--- config.mk ---
export PLATFORM = sky130hd
export DESIGN_NAME = lcd_cmd_writer
export DESIGN_NICKNAME = d
export VERILOG_FILES = /design/src/rtl/lcd_cmd_writer.sv
export SDC_FILE = /design/constraint.sdc
export NUM_CORES = 1
export LEC_CHECK = 0
export ABC_CLOCK_PERIOD_IN_PS = 3000
export CORE_MARGIN = 2
export CORE_UTILIZATION = 60
export CTS_BUF_LIST = sky130_fd_sc_hd__clkbuf_4 sky130_fd_sc_hd__clkbuf_8
export DETAILED_ROUTE_END_ITERATION = 10
export PLACE_DENSITY = 0.88
export SYNTH_ARGS = -nofsm -noshare
export SYNTH_HDL_FRONTEND = slang
export SYNTH_SLANG_ARGS = --single-unit
--- constraint.sdc ---
create_clock -name iCLK -period 3 [get_ports iCLK]
set_clock_uncertainty 0.2 [all_clocks]
set_input_delay 0.6 -clock iCLK [delete_from_list [all_inputs] [get_ports iCLK]]
set_output_delay 0.6 -clock iCLK [all_outputs]
set_load 0.01 [all_outputs]
--- src/rtl/lcd_cmd_writer.sv ---
// rtl/lcd_cmd_writer.sv - queued HD44780 8-bit bus write engine with per-entry execution delay
//
// Ports:
//   iCLK, iRST_N          clock, asynchronous active-low reset
//   iDATA, iRS, iValid    upstream entry {RS, byte}; accepted when iValid & oReady at a rising edge
//   oReady                FIFO has a free slot
//   oBusy                 write strobe or execution wait in progress
//   oIdle                 FIFO empty and no write in progress
//   LCD_DATA, LCD_RS      registered LCD bus value, stable for the whole write and wait
//   LCD_EN                registered enable strobe
//   LCD_RW                tied to write
module lcd_cmd_writer #(
    parameter int SETUP_CYC      = 2,
    parameter int EN_HIGH_CYC    = 16,
    parameter int HOLD_CYC       = 2,
    parameter int SHORT_WAIT_CYC = 2000,
    parameter int LONG_WAIT_CYC  = 82000,
    parameter int FIFO_AW        = 2
) (
    input  logic       iCLK,
    input  logic       iRST_N,
    input  logic [7:0] iDATA,
    input  logic       iRS,
    input  logic       iValid,
    output logic       oReady,
    output logic       oBusy,
    output logic       oIdle,
    inout  wire  [7:0] LCD_DATA,
    output logic       LCD_RW,
    output logic       LCD_EN,
    output logic       LCD_RS
);
    localparam int DEPTH = 1 << FIFO_AW;
    // LONG_WAIT_CYC is the largest load value, so it sizes the shared down-counter.
    localparam int CW    = $clog2(LONG_WAIT_CYC + 1);

    localparam logic [CW-1:0] SETUP_LD = CW'(SETUP_CYC - 1);
    localparam logic [CW-1:0] EN_LD    = CW'(EN_HIGH_CYC - 1);
    localparam logic [CW-1:0] HOLD_LD  = CW'(HOLD_CYC - 1);
    localparam logic [CW-1:0] SHORT_LD = CW'(SHORT_WAIT_CYC - 1);
    localparam logic [CW-1:0] LONG_LD  = CW'(LONG_WAIT_CYC - 1);
    localparam logic [CW-1:0] CNT_ONE  = CW'(1);
    localparam logic [FIFO_AW-1:0] PTR_ONE  = FIFO_AW'(1);
    localparam logic [FIFO_AW:0]   CNT1     = (FIFO_AW + 1)'(1);
    localparam logic [FIFO_AW:0]   FULL_CNT = (FIFO_AW + 1)'(DEPTH);

    typedef enum logic [2:0] {
        S_IDLE,
        S_SETUP,
        S_EN_HI,
        S_HOLD,
        S_WAIT
    } state_t;

    state_t             state;
    logic [8:0]         mem [DEPTH];
    logic [FIFO_AW-1:0] wr_ptr;
    logic [FIFO_AW-1:0] rd_ptr;
    logic [FIFO_AW:0]   count;
    logic [8:0]         head;
    logic               push;
    logic               pop;
    logic [7:0]         data_q;
    logic               long_q;
    logic [CW-1:0]      cnt;

    assign oReady   = (count != FULL_CNT);
    assign push     = iValid & oReady;
    // Pop decision uses the registered count, so a fresh push is seen one edge later.
    assign pop      = (state == S_IDLE) && (count != '0);
    assign head     = mem[rd_ptr];

    assign oBusy    = (state != S_IDLE);
    assign oIdle    = (state == S_IDLE) && (count == '0);
    assign LCD_RW   = 1'b0;
    assign LCD_DATA = data_q;

    always_ff @(posedge iCLK) begin
        if (push) begin
            mem[wr_ptr] <= {iRS, iDATA};
        end
    end

    always_ff @(posedge iCLK or negedge iRST_N) begin
        if (!iRST_N) begin
            wr_ptr <= '0;
            rd_ptr <= '0;
            count  <= '0;
        end else begin
            if (push) begin
                wr_ptr <= wr_ptr + PTR_ONE;
            end
            if (pop) begin
                rd_ptr <= rd_ptr + PTR_ONE;
            end
            case ({push, pop})
                2'b10:   count <= count + CNT1;
                2'b01:   count <= count - CNT1;
                default: count <= count;
            endcase
        end
    end

    always_ff @(posedge iCLK or negedge iRST_N) begin
        if (!iRST_N) begin
            state  <= S_IDLE;
            cnt    <= '0;
            data_q <= 8'h00;
            LCD_RS <= 1'b0;
            LCD_EN <= 1'b0;
            long_q <= 1'b0;
        end else begin
            case (state)
                S_IDLE: begin
                    if (pop) begin
                        LCD_RS <= head[8];
                        data_q <= head[7:0];
                        // Clear display (0x01) and return home (0x02/0x03) need the long delay.
                        long_q <= ~head[8] && (head[7:2] == 6'd0) && (head[1:0] != 2'd0);
                        cnt    <= SETUP_LD;
                        state  <= S_SETUP;
                    end
                end
                S_SETUP: begin
                    if (cnt == '0) begin
                        LCD_EN <= 1'b1;
                        cnt    <= EN_LD;
                        state  <= S_EN_HI;
                    end else begin
                        cnt <= cnt - CNT_ONE;
                    end
                end
                S_EN_HI: begin
                    if (cnt == '0) begin
                        LCD_EN <= 1'b0;
                        cnt    <= HOLD_LD;
                        state  <= S_HOLD;
                    end else begin
                        cnt <= cnt - CNT_ONE;
                    end
                end
                S_HOLD: begin
                    if (cnt == '0) begin
                        cnt   <= long_q ? LONG_LD : SHORT_LD;
                        state <= S_WAIT;
                    end else begin
                        cnt <= cnt - CNT_ONE;
                    end
                end
                S_WAIT: begin
                    if (cnt == '0) begin
                        state <= S_IDLE;
                    end else begin
                        cnt <= cnt - CNT_ONE;
                    end
                end
                default: begin
                    state  <= S_IDLE;
                    LCD_EN <= 1'b0;
                end
            endcase
        end
    end
endmodule

==> flow_metrics.tcl <==
set metrics [dict create \
    timing.final.crit_period_ns 2.771 \
    cts_setup_buffers 0 \
    via_count 2653 \
    cts_tree "built" \
    cts.path.max_buffers 2 \
    grt_max_degree 39 \
    synth-edff-count 36 \
    wirelength_um 8288 \
    slew_viol_final 0 \
    p_comb_share_pct 13.3 \
    synth_nets 306 \
    fillerInstances 375 \
    dr.first_iter.drc_count 351 \
    crit_required_ns 3.04 \
    endpoint_kind "flop" \
    critPathLaunchType "flop" \
    path_clk_slew_ns 0.09 \
    hold_buffers 0 \
    maxCapViolations 0 \
    die_area_mm2 0.006529 \
    die_x_um 80.81 \
    rows 27 \
    p_per_area_mw_per_mm2 593.8 \
    num-nets-final 334 \
    drt-vias-per-instance 6.768 \
    arrival_ns 2.81 \
    drc 0 \
    multiInputGateArea_mm2 0.001426 \
    syn_inst 287 \
    numCtsBuffers 9 \
    drtAntennaViolNets 0 \
    fin_area_mm2 0.004034 \
    grt-ovfl-total 0 \
    netlist_area_mm2 0.003540 \
    tightestPinTransition_ns 0.8799 \
    finalCritPeriodShare_pct 92.36 \
    report.power.total_uw 2395 \
    htreeDepth 3 \
    rsz0062_at_grt "no" \
    postPlaceCellArea_mm2 0.003827 \
    syn2layout_area_growth_pct 13.96 \
    status "finished clean" \
    place_congestion 0.9347 \
    grt_usage_pct 28.59 \
    worst_path_most_repeated_cell "nor2_1" \
    fin_setup_tns_ns 0 \
    max_stage_delay_ns 0.61 \
    r2r-start "state[1]" \
    drive_gt1_share_pct 17.81 \
    p_leak_uw 0.001559 \
    rr_endpoint "cnt[7]" \
    max-vdd-ir-drop_mv 0.6021 \
    grt_pass1_vias 2609 \
    p_int_uw 1733 \
    crit_fanout 8 \
    critical_path_class "reg -> reg" \
    cts_resized 0 \
    crit_end "cnt[7]" \
    switching_share_pct 27.63 \
    yosysWarnings 0 \
    firstDrtPassIters 5 \
    initial_core_util_pct 63.12 \
    max_clock_freq_mhz 360.9 \
    ios 26 \
    detail_route.wl_per_cell_um 21.14 \
    setup_ws_ns 0.2292 \
    clkLatencyLatePin_ns 0.36 \
    ys_top_cells_by_area "edfxtp_1 31%, dfrtp_1 27%, mux4_2 5.7%" \
    pre_cts_ws_ns 0.3305 \
    finalSetupViolations 0 \
    power_frac_seq_pct 52.9 \
    regArea_mm2 0.002032 \
    antenna_found_initial 0 \
    yosysSeqAreaShare_pct 57.41 \
    cpMaxStageDelayCell "nor2_1" \
    yosys.area.top_type "edfxtp_1" \
    hold_violations 0 \
    ys_ff_latch 74 \
    r2r_cells 5 \
    grt_pass1_wl_um 13400 \
    path_cells "nor2_1 -> nand2_1 -> a21oi_1 -> nor2_1 -> a211o_1" \
    cts.sinks 74 \
    p_clk_share_pct 33.7 \
    async_flop_share_pct 51.35 \
    synth_ff_type "dfrtp_1" \
    die_y_um 80.81 \
    crit_path_start "state[1]" \
    postSynthAreaPerCell_um2 12.33 \
    io_buffers 16 \
    yosys.area.top_type_share_pct 30.54 \
    yosys.cell_types.count 55 \
    fin_util_pct 71.93 \
    p_switching_uw 661.8 \
    relSlewSlack_pct 41.34 \
    min_path_type "in -> async" \
    dp_hpwl_um 5550 \
    cts-root-buf "clkbuf_8" \
    r2r_slack_ns 0.23 \
    core_area_mm2 0.005608 \
    diodes 0 \
]
[per-layer routing]
| layer | track usage [%] | wire (µm) |
|---|---|---|
| met5 | 0 | 0 |
| met4 | 16.95 | 298 |
| met3 | 6.333 | 750 |
| met2 | 43.22 | 3915 |
| met1 | 38.32 | 3323 |
[through the flow]
stage / hold slack [ns] / std cells
finish: 0.1549 / 392
global route: 0.1702 / 392
CTS: 0.1674 / 392
detailed placement: 0.3097 / 376
global placement: 0.3018 / 376
floorplan: 0.1044 / 287
[layout by cell type (no fill, tap or decap), drive strengths merged, types with 4 or more instances in the layout]
cell	count
edfxtp	36
o21ai	19
nor4	5
or3	9
o22ai	4
mux2	9
ha	6
a21oi	13
and3	6
nand3	4
or4	4
inv	13
dfrtp	38
clkbuf	9
clkdlybuf4s50	15
o31ai	4
nor2	18
nand2	18
xnor2	5
nand2b	5
nor3	11
buf	13
mux4	9
[sequential cells by signal, summed over array words and instances (netlist names)]
register / cells
wr_ptr: 2
LCD_EN: 1
mem: 36
long_q: 1
cnt: 17
state: 3
rd_ptr: 2
count: 3
LCD_DATA: 8
LCD_RS: 1
[worst min-delay path by stage]
stage / from / end / slack [ns] / cells past startpoint
6_report: iRST_N / LCD_DATA[5] / 0.15 / 1
5_1_grt: LCD_DATA[4] / LCD_DATA[4] / 0.17 / 1
3_5_place_dp: count[2] / count[2] / 0.31 / 1
2_1_floorplan: iRST_N / LCD_DATA[0] / 0.10 / 0
3_3_place_gp: count[2] / count[2] / 0.30 / 1
4_1_cts: iRST_N / LCD_DATA[5] / 0.17 / 1
[power groups by stage]
stage / logic, µW / registers [µW] / clock network, µW
CTS: 322 / 1270 / 815
global placement: 298 / 1270 / 0
finish: 320 / 1270 / 807
floorplan: 210 / 1260 / 0
global route: 357 / 1280 / 859
detailed placement: 315 / 1290 / 0
[layout make-up]
cell class | instances | share of cell area, %
clock inverters | 7 | 2.047
inverters | 9 | 0.8375
well taps | 72 | 2.233
flip-flops and latches | 74 | 50.37
repair buffers | 28 | 6.079
clock buffers | 9 | 3.071
multi-input cells | 193 | 35.36
[logic make-up after synthesis]
family | synth area share [%]
AOI/OAI and AO/OA | 11.52
buffers and inverters | 2.298
and+or+nand+nor | 14.56
other | 0.1059
adders and majority gates | 2.686
xor gates and xnor gates | 1.980
muxes | 9.438
DFF | 57.41
[critical path: cells and delay by family (launching register included)]
family,cells,cell delay (ns)
compound gates,2,0.94
simple gates,3,1.09
flops,1,0.41
[Yosys cell counts, types with 3 or more instances]
| library cell | count |
|---|---|
| dfrtp_1 | 38 |
| edfxtp_1 | 36 |
| nand2_1 | 18 |
| nor2_1 | 18 |
| o21ai_0 | 18 |
| a21oi_1 | 13 |
| nor3_1 | 10 |
| inv_1 | 9 |
| mux2_2 | 9 |
| mux4_2 | 9 |
| or3_1 | 8 |
| and3_1 | 6 |
| clkbuf_1 | 6 |
| ha_1 | 6 |
| nand2b_1 | 5 |
| nor4_1 | 5 |
| xnor2_1 | 5 |
| nand3_1 | 4 |
| o22ai_1 | 4 |
| o31ai_1 | 4 |
| a21o_1 | 3 |
| and2_1 | 3 |
| mux2i_1 | 3 |
| nor2b_1 | 3 |
| or2_2 | 3 |
| or4_1 | 3 |
| xor2_1 | 3 |
Note: power is estimated with default switching activity, not from simulation.
==> RTL edit, RTL diff (same flow settings) <==
Encoding of `state_t`: now one-hot (5 bits for 5 states).
--- a/src/rtl/lcd_cmd_writer.sv
+++ b/src/rtl/lcd_cmd_writer.sv
@@ -44,12 +44,12 @@
     localparam logic [FIFO_AW:0]   CNT1     = (FIFO_AW + 1)'(1);
     localparam logic [FIFO_AW:0]   FULL_CNT = (FIFO_AW + 1)'(DEPTH);
 
-    typedef enum logic [2:0] {
-        S_IDLE,
-        S_SETUP,
-        S_EN_HI,
-        S_HOLD,
-        S_WAIT
+    typedef enum logic [4:0] {
+        S_IDLE  = 5'b00001,
+        S_SETUP = 5'b00010,
+        S_EN_HI = 5'b00100,
+        S_HOLD  = 5'b01000,
+        S_WAIT  = 5'b10000
     } state_t;
 
     state_t             state;
Check against the original RTL: no difference found for any inputs over 10 cycles, from zero or initial values and one cycle with iRST_N low; not proved beyond that.
==> RTL edit against the original RTL <==
- synthesized cell count up 2.8%
- final area increased by 0.22%
- largest power group unchanged
- register-to-register slack worse by 50 ps
- synthesized area grew 1.6%
- final cell count is 2.0% higher
- worst setup slack worse by 120 ps
- global-route usage decreased by 3.2 points
- total power down 3.4%
- routed wire length fell by 12%
- worst hold slack worse by 1.7 ps
- sequential cell count rose by 2
- utilization down 2.8 points
==> RTL edit: results (changes against the original RTL) <==
pwr:
  power.share.switching_pct: 27.9  # +0.25 points
  p_comb_mw: 0.297  # -7.2%
  powerClk_mw: 0.718  # -11%
  peakVddDrop_mv: 0.420  # -30%
  leakage_nw: 1.54  # -1.3%
route:
  drt_iter0_drc: 201  # -43%
  wl_met2_um: 3850  # -1.6%
  vias_per_cell: 6.09  # -10%
  dr_wl_met3_um: 413  # -45%
  drt-met1-wl_um: 2910  # -12%
  wl_um: 7330  # -12%
yosys:
  synthTopCellsByCount: "dfrtp_1, edfxtp_1, nor2_1"
  async_reset_ff_share_pct: 52.6  # +1.3 points
  synth_cell_types: 56  # +1.8%
  synth_fp_nets: 315  # +2.9%
  synth_area_leaders: "edfxtp_1, dfrtp_1, mux4_2"
  synth_cells: 295  # +2.8%
outcome:
  status: "finished, final reports clean"
global_route:
  grt_start_max_net_pins: 41  # +5.1%
  grt_util_met1_pct: 31.1  # -7.2 points
  grt_pass1_vias: 2389  # -8.4%
  grt_pass1_wl_um: 12100  # -9.6%
  met2_usage_pct: 43.3  # +0.056 points
  grtUsageMet3_pct: 6.11  # -0.22 points
setup_path:
  slowest_stage: "clkdlybuf4s50_1"
  r2r-end: "cnt[9]"
  ff2ff_setup_slack_ps: 180  # -50 ps
  cp.arrival_ps: 2090  # -720 ps
  r2r_start: "cnt[10]"
  worstPathMaxFanout: 10  # +2
placement:
  gp_congestion: 0.906  # -3.1%
  place_inst: 382  # +1.6%
  placed_cell_area_um2: 3850  # +0.49%
  place_hpwl_um: 5010  # -9.8%
  dpl_worst_slack_ps: 226  # -104 ps
final_layout:
  fillers: 410  # +9.3%
  drive_gt1_share_pct: 16.9  # -0.89 points
  final_cells: 400  # +2.0%
  nNetsFinal: 340  # +1.8%
cts:
  path_clk_slew_ps: 80
  cts_buffers: 9  # unchanged
RTL edit: cell types whose count changed after synthesis, sizes merged, moves of 3 or more:
cell,change
inv,+3
or4,-3
o21bai,+3
o31ai,-3
nor2,+5
o21ai,+8
nand3,+4
buf,+3
nand3b,+3
nand2b,-4
a21oi,-4
RTL edit: worst max-delay path, delay by kind of cell, from the launching register on:
kind	cells	cell delay (ps)
flip-flops	1	510
AND/OR/NAND/NOR	3	670
buffers and inverters	1	540
RTL edit: final cells by class:
cell class	instances	area (um^2)	area share (%)
Clock buffer	9	124	3.06
Clock inverter	7	51.3	1.27
Sequential cell	76	2080	51.5
Inverter	12	45.0	1.11
Multi-Input combinational cell	194	1410	34.8
Timing Repair Buffer	27	238	5.88
Tap cell	75	93.8	2.32
RTL edit: cell families after synthesis:
family / Yosys count / share of synthesized area [%]
and+or+nand+nor: 99 / 14.7
adders and majority gates: 8 / 2.99
buffers and inverters: 25 / 3.06
DFF: 76 / 58.0
muxes: 19 / 8.74
xor gates and xnor gates: 9 / 2.19
other: 1 / 0.104
AOI/OAI and AO/OA: 58 / 10.3
RTL edit: worst max-delay path by stage:
stage / start / to / slack [ps]
2_1_floorplan: state[1] / count[2] / 110
3_3_place_gp: cnt[10] / cnt[7] / 310
3_5_place_dp: cnt[10] / cnt[9] / 230
4_1_cts: state[1] / oIdle / 30
5_1_grt: state[1] / oIdle / -20
6_report: state[1] / oIdle / 110
RTL edit: per-stage QoR:
stage | hold slack, ps | setup TNS, ps | util, %
after floorplan | 104 | 0 | -
after global placement | 276 | 0 | 65.7
after detailed placement | 283 | 0 | 65.7
after CTS | 175 | 0 | 68.7
after global routing | 175 | -15.3 | 69.1
final | 153 | 0 | 69.1
